**config.mk**
```make
export PLATFORM = sky130hd
export DESIGN_NAME = spi_cfg_rx
export DESIGN_NICKNAME = d
export VERILOG_FILES = /design/src/rtl/cd101_pkg.sv /design/src/rtl/spi_cfg_rx_sync_ff.sv /design/src/rtl/spi_cfg_rx.sv
export SDC_FILE = /design/constraint.sdc
export NUM_CORES = 1
export LEC_CHECK = 0
export CORE_MARGIN = 2
export CORE_UTILIZATION = 57
export CTS_BUF_LIST = sky130_fd_sc_hd__clkbuf_2 sky130_fd_sc_hd__clkbuf_4 sky130_fd_sc_hd__clkbuf_8
export DETAILED_ROUTE_END_ITERATION = 6
export PLACE_DENSITY_LB_ADDON = 0.2
export SLEW_MARGIN = 20
export SYNTH_ARGS = -nofsm -noshare
export SYNTH_HDL_FRONTEND = slang
export SYNTH_SLANG_ARGS = --single-unit
```
**constraint.sdc**
```tcl
create_clock -name clk -period 11.25 [get_ports clk]
set_input_delay 1.125 -clock clk [delete_from_list [all_inputs] [get_ports clk]]
set_output_delay 1.125 -clock clk [all_outputs]
set_load 0.02 [all_outputs]
```
**src/rtl/cd101_pkg.sv**
```systemverilog
// Shared definitions for the configuration path of synth_top.
// - CFG_ADDR_W / CFG_DATA_W: width of an SPI configuration address and data byte.
// - rx_state_t: frame-receiver FSM state (IDLE/ADDR/DATA/HOLD).
// - REG_*: named register addresses consumed by the synthesis core.
package cd101_pkg;

  localparam int CFG_ADDR_W = 8;
  localparam int CFG_DATA_W = 8;

  typedef enum logic [1:0] {
    IDLE = 2'd0,
    ADDR = 2'd1,
    DATA = 2'd2,
    HOLD = 2'd3
  } rx_state_t;

  localparam logic [CFG_ADDR_W-1:0] REG_CTRL    = 8'h00;
  localparam logic [CFG_ADDR_W-1:0] REG_WAVE    = 8'h01;
  localparam logic [CFG_ADDR_W-1:0] REG_FREQ_LO = 8'h02;
  localparam logic [CFG_ADDR_W-1:0] REG_FREQ_HI = 8'h03;
  localparam logic [CFG_ADDR_W-1:0] REG_LEVEL   = 8'h04;

endpackage

```
**src/rtl/spi_cfg_rx_sync_ff.sv**
```systemverilog
// sync_ff: single-bit multi-stage synchronizer into the clk domain.
// Ports: clk, rst (async, active-high), d (asynchronous input), q (synchronized).
// Parameters: STAGES (>=2), RST_VAL (value held by every stage during reset).
module sync_ff #(
  parameter int   STAGES  = 2,
  parameter logic RST_VAL = 1'b0
) (
  input  logic clk,
  input  logic rst,
  input  logic d,
  output logic q
);

  logic [STAGES-1:0] chain;

  always_ff @(posedge clk or posedge rst) begin
    if (rst) begin
      chain <= {STAGES{RST_VAL}};
    end else begin
      chain <= {chain[STAGES-2:0], d};
    end
  end

  assign q = chain[STAGES-1];

endmodule

```
**src/rtl/spi_cfg_rx.sv**
```systemverilog
// spi_cfg_rx: write-only SPI (mode 0) configuration receiver. Oversamples the
// SPI pads in the clk domain, decodes {address, data} frames (MSB first) and
// writes a bank of 8-bit configuration registers.
// Ports:
//   clk, rst            system clock, async active-high reset
//   spi_clk/mosi/nss    raw SPI pads (nss active-low)
//   regs                flattened register bank, reg i at [8i+7:8i]
//   wr_stb              one-cycle pulse per committed write
//   wr_addr/wr_data     address/data of the last write attempt
//   addr_err            one-cycle pulse when a write targets addr >= NUM_REGS
//   dbg_state           current FSM state (rx_state_t encoding)
// Optional feature: define SPI_CFG_BURST_EN to keep writing successive bytes
// to auto-incremented addresses within one frame.
//
// Handshake: there is no back-pressure. A write is a single-cycle event:
// wr_stb (or addr_err) is high for exactly one clk cycle, and wr_addr/wr_data
// are valid from that cycle until the next write attempt.
module spi_cfg_rx
  import cd101_pkg::*;
#(
  parameter int                    NUM_REGS    = 16,
  parameter logic [CFG_DATA_W-1:0] REG_RESET   = 8'h00,
  parameter int                    SYNC_STAGES = 2
) (
  input  logic                    clk,
  input  logic                    rst,
  input  logic                    spi_clk,
  input  logic                    spi_mosi,
  input  logic                    spi_nss,
  output logic [NUM_REGS*8-1:0]   regs,
  output logic                    wr_stb,
  output logic [CFG_ADDR_W-1:0]   wr_addr,
  output logic [CFG_DATA_W-1:0]   wr_data,
  output logic                    addr_err,
  output logic [1:0]              dbg_state
);

  localparam int          WW        = $clog2(SYNC_STAGES + 1);
  localparam logic [8:0]  NUM_REGS9 = 9'(NUM_REGS);

  logic clk_s, mosi_s, nss_s;

  sync_ff #(.STAGES(SYNC_STAGES), .RST_VAL(1'b0)) u_sync_clk
    (.clk(clk), .rst(rst), .d(spi_clk),  .q(clk_s));
  sync_ff #(.STAGES(SYNC_STAGES), .RST_VAL(1'b0)) u_sync_mosi
    (.clk(clk), .rst(rst), .d(spi_mosi), .q(mosi_s));
  sync_ff #(.STAGES(SYNC_STAGES), .RST_VAL(1'b1)) u_sync_nss
    (.clk(clk), .rst(rst), .d(spi_nss),  .q(nss_s));

  // Edge detection. Right after reset nss_s still shows the synchronizer's
  // reset value (1), which would fake a falling edge if the pad is already
  // low. warm_cnt waits until the chain has flushed before nss_s is trusted.
  logic          clk_prev;
  logic          nss_prev;
  logic [WW-1:0] warm_cnt;
  logic          nss_valid;
  logic          nss_fall;
  logic          rise;

  assign nss_valid = (warm_cnt == WW'(SYNC_STAGES));
  assign nss_fall  = nss_valid & nss_prev & ~nss_s;
  assign rise      = clk_s & ~clk_prev;

  always_ff @(posedge clk or posedge rst) begin
    if (rst) begin
      clk_prev <= 1'b0;
      nss_prev <= 1'b0;
      warm_cnt <= '0;
    end else begin
      clk_prev <= clk_s;
      nss_prev <= nss_valid & nss_s;
      if (!nss_valid) warm_cnt <= warm_cnt + 1'b1;
    end
  end

  rx_state_t             state;
  logic [2:0]            bit_cnt;
  logic [CFG_DATA_W-1:0] shift_q;
  logic [CFG_DATA_W-1:0] shift_nx;
  logic [CFG_ADDR_W-1:0] addr_q;
  logic [CFG_DATA_W-1:0] reg_bank [NUM_REGS];

  assign shift_nx  = {shift_q[CFG_DATA_W-2:0], mosi_s};
  assign dbg_state = state;

  always_ff @(posedge clk or posedge rst) begin
    if (rst) begin
      state    <= IDLE;
      bit_cnt  <= 3'd0;
      shift_q  <= '0;
      addr_q   <= '0;
      wr_stb   <= 1'b0;
      addr_err <= 1'b0;
      wr_addr  <= '0;
      wr_data  <= '0;
      for (int i = 0; i < NUM_REGS; i++) reg_bank[i] <= REG_RESET;
    end else begin
      wr_stb   <= 1'b0;
      addr_err <= 1'b0;
      // Deselect dominates everything, including a coincident rise.
      if (nss_s) begin
        state   <= IDLE;
        bit_cnt <= 3'd0;
        shift_q <= '0;
      end else begin
        case (state)
          IDLE: if (nss_fall) state <= ADDR;
          ADDR: if (rise) begin
            shift_q <= shift_nx;
            bit_cnt <= bit_cnt + 3'd1;
            if (bit_cnt == 3'd7) begin
              addr_q <= shift_nx;
              state  <= DATA;
            end
          end
          DATA: if (rise) begin
            shift_q <= shift_nx;
            bit_cnt <= bit_cnt + 3'd1;
            if (bit_cnt == 3'd7) begin
              wr_addr <= addr_q;
              wr_data <= shift_nx;
              if ({1'b0, addr_q} < NUM_REGS9) begin
                wr_stb <= 1'b1;
                for (int i = 0; i < NUM_REGS; i++)
                  if (addr_q == 8'(i)) reg_bank[i] <= shift_nx;
              end else begin
                addr_err <= 1'b1;
              end
`ifdef SPI_CFG_BURST_EN
              addr_q <= addr_q + 8'd1;  // wraps FF -> 00
`else
              state  <= HOLD;
`endif
            end
          end
          HOLD:    ;
          default: state <= IDLE;
        endcase
      end
    end
  end

  for (genvar g = 0; g < NUM_REGS; g++) begin : g_flat
    assign regs[8*g +: 8] = reg_bank[g];
  end

endmodule

```
==> results.md, run 1 <==
* Grt met1 use at 31.0%
* Critical Path Start: rst
* Worst Hold Class: reg2reg
* Area growth, synth to finish at 26.0%
* Clk sinks at approximately 180
* # IOs at around 150
* Worst r2r src: dbg_state[0]
* Die area at 13600 um2
* Total negative slack at 0 ps
* GRT Max-Usage Layer: met2
* Post-synth EDFFs at 0
* Slew Limit Fails at 0
* Ys async rst share at between 90% and 100%
* DRT Wirelength at between 15 and 20 mm
* Die Span X at 117 um
* Dpl ws at 8000 ps
* Critical path capture point type: async pin
* First-pass GRT wire length at between 20 and 25 mm
* Clock latency on the worst-skew pair at 450 ps
* Worst slew pin tran at approximately 960 ps
* Pin count of the biggest net entering global routing at 110
* Initial antenna violation count at 0
* Total GRT Usage at 23.8%
* CTS root buffer: clkbuf_8
* Max VDD drop at around 0.084 mV
* Clock-pin slew on the worst setup and hold paths at 80 ps
* Startpoint of the worst hold path: u_sync_mosi.chain[0]
* Grt total ovfl at 0
* Synthesized area per cell at 16.3 um2
* CP max FO at 109
* Final setup margin at 8570 ps
* Via density at between 5 and 6
* Slowest cell on crit path: buf_4
* Initial Util at 57.9%
* Critical Path Max Stage Delay at 780 ps
* FP Rows at between 40 and 50
* Post-synthesis sequential area ratio at ~60%
* Port Buffers at approximately 150
* Total power draw at 1.15 mW
* Gate Count Post-Synth at 446
* Setup crit start kind: primary input
* Post-CTS sizing at 0
* Run status: complete, no violations
* Cell variety after synth at 44
* CTS tree: built
* Final cycle utilization of the critical path at a little under a quarter
* Worst EP arrival at roughly 3200 ps
* Met3 usage at 8.15%
* Avg WL per Cell at approximately 20 um
* RSZ-0062 raised after global routing: false
* Top cell type's share of synthesized area at 60.1%
* Die height at about 120 um
* CTS Buf Count at 17
* Buf/Inv on CP at 3
* Post-DP HPWL at roughly 10 mm
* Clk buf depth at 2
* Synth top area cells: dfrtp_1, mux2_2, nand4_4
* Ant. Diodes at 0
* Synth area leader: dfrtp_1
* Post-synth top cells: dfrtp_1, mux2_2, nor2_1, mux2i_1
* Ys flop type: dfrtp_1
* Vias in the first global route at roughly 4300
* H-tree Lvls at 4
* Max_slew headroom at 36.1%
* Setup Skew at 10.3 ps
* Crit path max-delay family: buffers and inverters
* Ys Warns at 0
* Max-cap viol count at 0
* Max Clock Freq at 373 MHz
* Post-CTS setup buffers at 0
* DR DRC count at 0
* Final Critical Period at 2680 ps
* Most common cell in the netlist: dfrtp_1
* Critical path class: in2async
* Area of the core at 12500 um2
* Number of hold buffers added after cts at 0
* Filler cells at 878
* Nets at 603
* Fin. Hold Viols at 0
* Vias at 4201
* Post-synthesis register bit count at roughly 180
* Post-synth net total at around 460
* DRT antenna net count at 0
* Endpoints failing setup at 0
* GP Congestion at roughly 0.72
* PD cells at 126 nW/um2
* Mapped cell area at about 7200 um2
* Worst reg2reg setup slack at 8900 ps
* Met2 Use GR at between 30% and 40%
* 1st-pass router iterations at 4
* CP required at 11740 ps
* Layout cell share with drive strength beyond 1 at 35.9%
* Initial DRC count at 262
* Leak pwr at approximately 4.4 nW
* Crit-path cells: clkdlybuf4s50_1 > inv_6 > buf_4
layout by cell type (no fill, tap or decap), types with 2 or more instances in the layout:
cell,count
mux2i_1,10
nand4_2,6
and4_2,2
inv_1,4
clkinv_2,3
clkdlybuf4s50_1,152
bufinv_16,2
mux2_2,152
buf_4,3
and4b_1,4
and4bb_2,5
ha_1,8
clkbuf_4,4
nand3_2,2
nor2_1,11
nand2_1,3
nand3b_1,2
clkbuf_8,20
nand4_4,8
dfstp_2,2
nor4b_1,4
dfrtp_1,174
logic make-up after synthesis:
family	count (synthesis)	synth area share, %
compound gates	6	0.587
xor+xnor	2	0.242
fa+ha+maj	8	1.38
buf+inv	35	4.06
flops	176	60.8
mux	162	25.0
simple gates	57	7.94
worst paths after layout:
check,depth (start not counted),endpoint
setup reg to reg,5,regs[53]
hold / removal,0,u_sync_mosi.chain[1]
setup / recovery,3,regs[35]
max in group clk,1,dbg_state[0]
hold reg to reg,0,u_sync_mosi.chain[1]
min in group asynchronous,2,warm_cnt[1]
area by class of cell:
class	count	area, um2	share of cell area [%]
Clock buffer	24	305	3.34
Clock inverter	6	82.6	0.904
Inverter	5	23.8	0.260
Multi-Input combinational cell	235	2550	28.0
Sequential cell	176	4410	48.3
Tap cell	172	215	2.36
Timing Repair Buffer	155	1540	16.9
power breakdown:
part	leakage, nW	total [mW]	switching, mW	internal (mW)
registers	2.43	0.648	0.00963	0.638
clock network	0.202	0.427	0.206	0.221
logic	1.76	0.0714	0.0430	0.0284
flip-flops by register name, summed over array words and instances, names as in the netlist, 3 cells and up:
register,cells
addr_q,8
bit_cnt,3
regs,128
shift_q,7
wr_addr,8
wr_data,8
stage by stage:
| step | hold WS (ps) | instance area (um2) | cells | util [%] |
|---|---|---|---|---|
| floorplan | 331 | 7250 | 446 | - |
| global placement | 337 | 8740 | 743 | 69.8 |
| detailed placement | 339 | 8740 | 743 | 69.8 |
| CTS | 358 | 9130 | 773 | 72.9 |
| global route | 370 | 9130 | 773 | 73.0 |
| finish | 356 | 9130 | 773 | 73.0 |
per-layer routing:
layer  routed length, um  vias to the layer above
li1                    -                     1880
met1                6330                     2210
met2                7660                       98
met3                 898                       13
met4                 185                        0
met5                   0                        -
(Power assumes the default switching activity.)
==> run 2: changes to the inputs <==
- CORE_UTILIZATION: 57 -> 48
- clock period: 11.25 -> 2.4 ns (I/O delays scaled with it)
==> results.md, run 2 (same netlist as run 1, synthesis figures left out) <==
* Layout cell share with drive strength beyond 1 at 36.2% (+0.26 points)
* Worst Hold Class: in2async
* Ant. Diodes at 0 (unchanged)
* Max VDD drop at 0.338 mV (+300%)
* Grt total ovfl at 0 (unchanged)
* Max-cap viol count at 0 (unchanged)
* Worst EP arrival at 2540 ps (-630 ps)
* Run status: complete, no violations
* Area growth, synth to finish at 27.2%
* CTS tree: built
* Crit-path cells: inv_1 > ha_1 > and2_1 > buf_4 > nand4_2 > mux2_2
* RSZ-0062 raised after global routing: false
* # IOs at 153 (unchanged)
* CP required at 2740 ps (-9000 ps)
* Nets at 609 (+1.0%)
* Clock latency on the worst-skew pair at 450 ps (about the same)
* Post-CTS setup buffers at 0 (unchanged)
* Final cycle utilization of the critical path at 91.7%
* DRT Wirelength at 16.1 mm (+6.9%)
* Vias in the first global route at 4546 (+6.5%)
* Slowest cell on crit path: dfrtp_1
* 1st-pass router iterations at 4 (unchanged)
* Initial Util at 49.5% (-8.4 points)
* Pin count of the biggest net entering global routing at 64 (-42%)
* Setup crit start kind: flop
* Clock-pin slew on the worst setup and hold paths at 80 ps (about the same)
* Post-DP HPWL at 10.8 mm (+9.1%)
* Worst reg2reg setup slack at 200 ps (-8700 ps)
* Leak pwr at 4.42 nW (+0.68%)
* DR DRC count at 0 (unchanged)
* Initial DRC count at 180 (-31%)
* Area of the core at 14600 um2 (+17%)
* Final Util at 62.9% (-10 points)
* DRT antenna net count at 0 (unchanged)
* FP Rows at 44 (+7.3%)
* Setup Skew at 8.67 ps (-1.64 ps)
* Die Span X at 127 um (+8.7%)
* Clk sinks at 176 (unchanged)
* Clk buf depth at 2 (unchanged)
* Filler cells at 1100 (+25%)
* Layout Cells excl Fill at 789 (+2.1%)
* Final Critical Period at 2200 ps
* H-tree Lvls at 4 (unchanged)
* CTS root buffer: clkbuf_8
* Via density at 5.37 (-1.1%)
* Max_slew headroom at 40.8% (+4.6 points)
* Worst slew pin tran at 889 ps (-69.2 ps)
* Fin. Hold Viols at 0 (unchanged)
* Most common cell after layout, fill and taps aside: dfrtp_1
* Dpl cells at 761 (+2.4%)
* FF-to-FF End: regs[67]
* Slew Limit Fails at 0 (unchanged)
* Critical Path Max Stage Delay at 430 ps (-350 ps)
* CP max FO at 13 (-88%)
* First-pass GRT wire length at 25.9 mm (+9.0%)
* Post-CTS sizing at 0 (unchanged)
* Die height at 127 um (+8.7%)
* Endpoints failing setup at 0 (unchanged)
* Total negative slack at 0 ps (unchanged)
* Highest-count cells in the layout ignoring fill and taps: dfrtp_1, mux2_2, clkdlybuf4s50_1, clkbuf_8, nor2_1
* Die area at 16100 um2 (+18%)
* Avg WL per Cell at 20.4 um (+4.7%)
* PD cells at 586 nW/um2 (+370%)
* Initial antenna violation count at 0 (unchanged)
* Max reg flops at 128 (unchanged)
* Port Buffers at 152 (unchanged)
* Worst r2r src: dbg_state[0]
* Total GRT Usage at 21.2% (-2.6 points)
* Vias at 4240 (+0.93%)
* GP Congestion at 0.746 (+3.5%)
* Critical path class: reg2reg
* Number of hold buffers added after cts at 0 (unchanged)
* Critical path capture point type: flop
* CTS Buf Count at 17 (unchanged)
* Worst Reg-to-Reg Cells at 6 (+1)
* Max Clock Freq at 454 MHz
[run 2: cell count changes in the layout (fill, tap and decap cells not counted), moves of 2 or more]
cell        previous run  this run
buf_12                 0         3
buf_4                  3         6
clkbuf_8              20        17
clkinvlp_4             1         3
[run 2: routing by layer]
| metal | wire length [um] | vias up | share of wire, % | global-route usage, % |
|---|---|---|---|---|
| met5 | 0 | - | 0 | 0 |
| met4 | 260 | 0 | 1.6 | 7.37 |
| met3 | 902 | 20 | 5.6 | 7.13 |
| met2 | 8040 | 97 | 50 | 33.6 |
| met1 | 6920 | 2222 | 43 | 27.5 |
| li1 | - | 1901 | - | - |
[run 2: per-stage QoR]
step | cell area, um2 | setup slack [ps] | power (mW) | hold WS (ps)
4_1_cts | 9220 | 201 | 5.47 | 132
3_5_place_dp | 8840 | 226 | 3.45 | 339
6_report | 9220 | 199 | 5.40 | 154
5_1_grt | 9220 | 95.3 | 5.65 | 158
2_1_floorplan | 7250 | -91.0 | 3.34 | 244
3_3_place_gp | 8840 | 355 | 3.43 | 339
[run 2: cell type report]
class	count	area, um2	share of cell area, %
flip-flops and latches	176	4410	47.8
multi-input cells	235	2550	27.7
repair buffers	161	1630	17.6
clock buffers	21	264	2.86
well taps	184	230	2.50
clock inverters	7	115	1.25
inverters	5	22.5	0.244
[run 2: worst max-delay path by stage]
stage	startpoint	to	slack, ps	depth (start not counted)
floorplan	rst	addr_err	-90	1
global placement	dbg_state[0]	regs[66]	360	6
detailed placement	dbg_state[0]	regs[65]	230	6
CTS	dbg_state[0]	regs[65]	200	6
global route	dbg_state[0]	regs[65]	100	6
finish	dbg_state[0]	regs[67]	200	6
[run 2: power breakdown]
group          switching (mW)  internal [mW]  total [mW]
logic                   0.208          0.142       0.350
registers              0.0490           2.99        3.04
clock network           0.964           1.05        2.01
[run 2: critical path: cells and delay by family, from the launching register on]
| family | cells | cell delay, ps |
|---|---|---|
| buf+inv | 2 | 460 |
| mux | 1 | 380 |
| fa+ha+maj | 1 | 250 |
| flops | 1 | 430 |
| simple gates | 2 | 560 |
==> run 3: changes to the inputs <==
- CORE_UTILIZATION: 48 -> 46
==> results.md, run 3 (same netlist as run 1, synthesis figures left out) <==
* Run status: complete, no violations
* Die area at 16800 um2 (+4.2%)
* Dpl cells at 791 (+3.9%)
* Die Span X at 130 um (+2.1%)
* Gate power share at 7.1% (+0.6 points)
* Slew Limit Fails at 0 (unchanged)
* Layout cell share with drive strength beyond 1 at 36.6% (+0.42 points)
* Total negative slack at 0 ps (unchanged)
* Fin. Hold Viols at 0 (unchanged)
* # IOs at 153 (unchanged)
* Nets at 612 (+0.49%)
* Worst EP arrival at 2550 ps (about the same)
* Total GRT Usage at 20.2% (-0.94 points)
* Endpoints failing setup at 0 (unchanged)
* CTS Buf Count at 17 (unchanged)
* Clk buf depth at 2 (unchanged)
* Hold Path Depth at 1
* Critical path class: reg2reg
* Psw at 1.22 mW (-0.53%)
* Final cycle utilization of the critical path at 92.3% (+0.65 points)
* Startpoint of the worst hold path: spi_nss
* Clock-pin slew on the worst setup and hold paths at 80 ps (about the same)
* Max_slew headroom at 39.9% (-0.87 points)
* Max-cap viol count at 0 (unchanged)
* CP required at 2740 ps (about the same)
* Vias at 4249 (+0.21%)
* Setup Skew at 14.1 ps (+5.42 ps)
* Max reg flops at 128 (unchanged)
* Worst Reg-to-Reg Cells at 6 (unchanged)
* Initial antenna violation count at 0 (unchanged)
* Most common cell after layout, fill and taps aside: dfrtp_1
* Area of the core at 15300 um2 (+4.6%)
* Highest-count cells in the layout ignoring fill and taps: dfrtp_1, mux2_2, clkdlybuf4s50_1, clkbuf_8, nor2_1
* CP max FO at 12 (-1)
* Final Util at 60.6% (-2.4 points)
* Area growth, synth to finish at 28.0%
* Grt total ovfl at 0 (unchanged)
* Worst slew pin tran at 902 ps (+13.1 ps)
* CTS root buffer: clkbuf_8
* Final instance area at 9280 um2 (+0.62%)
* Pin count of the biggest net entering global routing at 49 (-23%)
* Placed cell areas at 8910 um2 (+0.78%)
* Clock power frac at 35.9% (-1.3 points)
* Post-DP HPWL at 10.8 mm (-0.30%)
* First-pass GRT wire length at 25.0 mm (-3.4%)
* Worst hold endpoint: u_sync_nss.chain[0]
* PD cells at 572 nW/um2 (-2.5%)
* H-tree Lvls at 4 (unchanged)
* Worst Hold Class: in2reg
* Avg WL per Cell at 19.6 um (-3.8%)
* Initial Util at 47.3% (-2.2 points)
* Total power draw at 5.30 mW (-1.8%)
* Clk sinks at 176 (unchanged)
* Clock latency on the worst-skew pair at 460 ps (about the same)
* DRT Wirelength at 16.1 mm (about the same)
* FP Rows at 45 (+2.3%)
* Setup crit start kind: flop
* DR DRC count at 0 (unchanged)
* Sequential power share at 57.0% (+0.7 points)
* Worst r2r src: dbg_state[0]
* Critical path capture point type: flop
* Ant. Diodes at 0 (unchanged)
* Final Critical Period at 2220 ps (+15.6 ps)
* Initial DRC count at 182 (+1.1%)
* DRT antenna net count at 0 (unchanged)
* Post-CTS sizing at 0 (unchanged)
* Number of hold buffers added after cts at 0 (unchanged)
* Max Clock Freq at 451 MHz (-0.70%)
* Layout Cells excl Fill at 820 (+3.9%)
* Post-CTS setup buffers at 0 (unchanged)
* RSZ-0062 raised after global routing: false
* Vias in the first global route at 4440 (-2.3%)
* Port Buffers at 152 (unchanged)
* Int Pwr at 4.09 mW (-2.2%)
* Via density at 5.18 (-3.6%)
* Max VDD drop at 0.519 mV (+53%)
* Die height at 130 um (+2.1%)
* FF-to-FF End: regs[77]
* CTS tree: built
* Switching Share at 22.9% (+0.30 points)
* Worst reg2reg setup slack at 180 ps (-20 ps)
* 1st-pass router iterations at 5 (+1)
* Filler cells at 1233 (+12%)
* GP Congestion at 0.793 (+6.3%)
* Leak pwr at 4.44 nW (+0.41%)
-- run 3: how the worst max path moves through the flow --
stage	slack, ps	cells after the start	start	endpoint
2_1_floorplan	-90	1	rst	addr_err
6_report	180	6	dbg_state[0]	regs[77]
4_1_cts	170	6	dbg_state[0]	regs[77]
5_1_grt	30	6	dbg_state[0]	regs[77]
3_5_place_dp	180	6	dbg_state[0]	regs[77]
3_3_place_gp	300	6	dbg_state[0]	regs[61]
-- run 3: per-layer routing --
layer / wire [um] / GRT usage [%] / part of all wire (%)
met2: 8050 / 32.8 / 50
met4: 328 / 8.16 / 2.0
met3: 905 / 6.23 / 5.6
met5: 0 / 0 / 0
met1: 6830 / 25.5 / 42
-- run 3: power groups by stage --
| stage | clock network (mW) | registers [mW] | logic, mW |
|---|---|---|---|
| after global placement | 0 | 3.08 | 0.366 |
| after detailed placement | 0 | 3.08 | 0.382 |
| after floorplan | 0 | 3.09 | 0.252 |
| final | 1.90 | 3.02 | 0.375 |
| after global routing | 2.09 | 3.03 | 0.420 |
| after CTS | 1.97 | 3.02 | 0.383 |
-- run 3: critical path, stage by stage, from the launching register on --
cell,delay (ps)
dfrtp_1,430
inv_1,120
ha_1,230
and2_1,290
buf_4,340
nand4_2,310
mux2_2,380
-- run 3: layout make-up --
type                    instances  area, um2  area share [%]
clock buffers                  24        312            3.36
clock inverters                 5       56.3           0.607
inverters                       5       22.5           0.243
multi-input cells             235       2550            27.5
flip-flops and latches        176       4410            47.5
well taps                     211        264            2.85
repair buffers                164       1660            17.9
-- run 3: per-stage QoR --
stage,hold WS [ps],setup slack (ps)
6_report,197,184
5_1_grt,182,26.0
3_3_place_gp,335,297
4_1_cts,165,170
3_5_place_dp,336,178
2_1_floorplan,244,-91.0
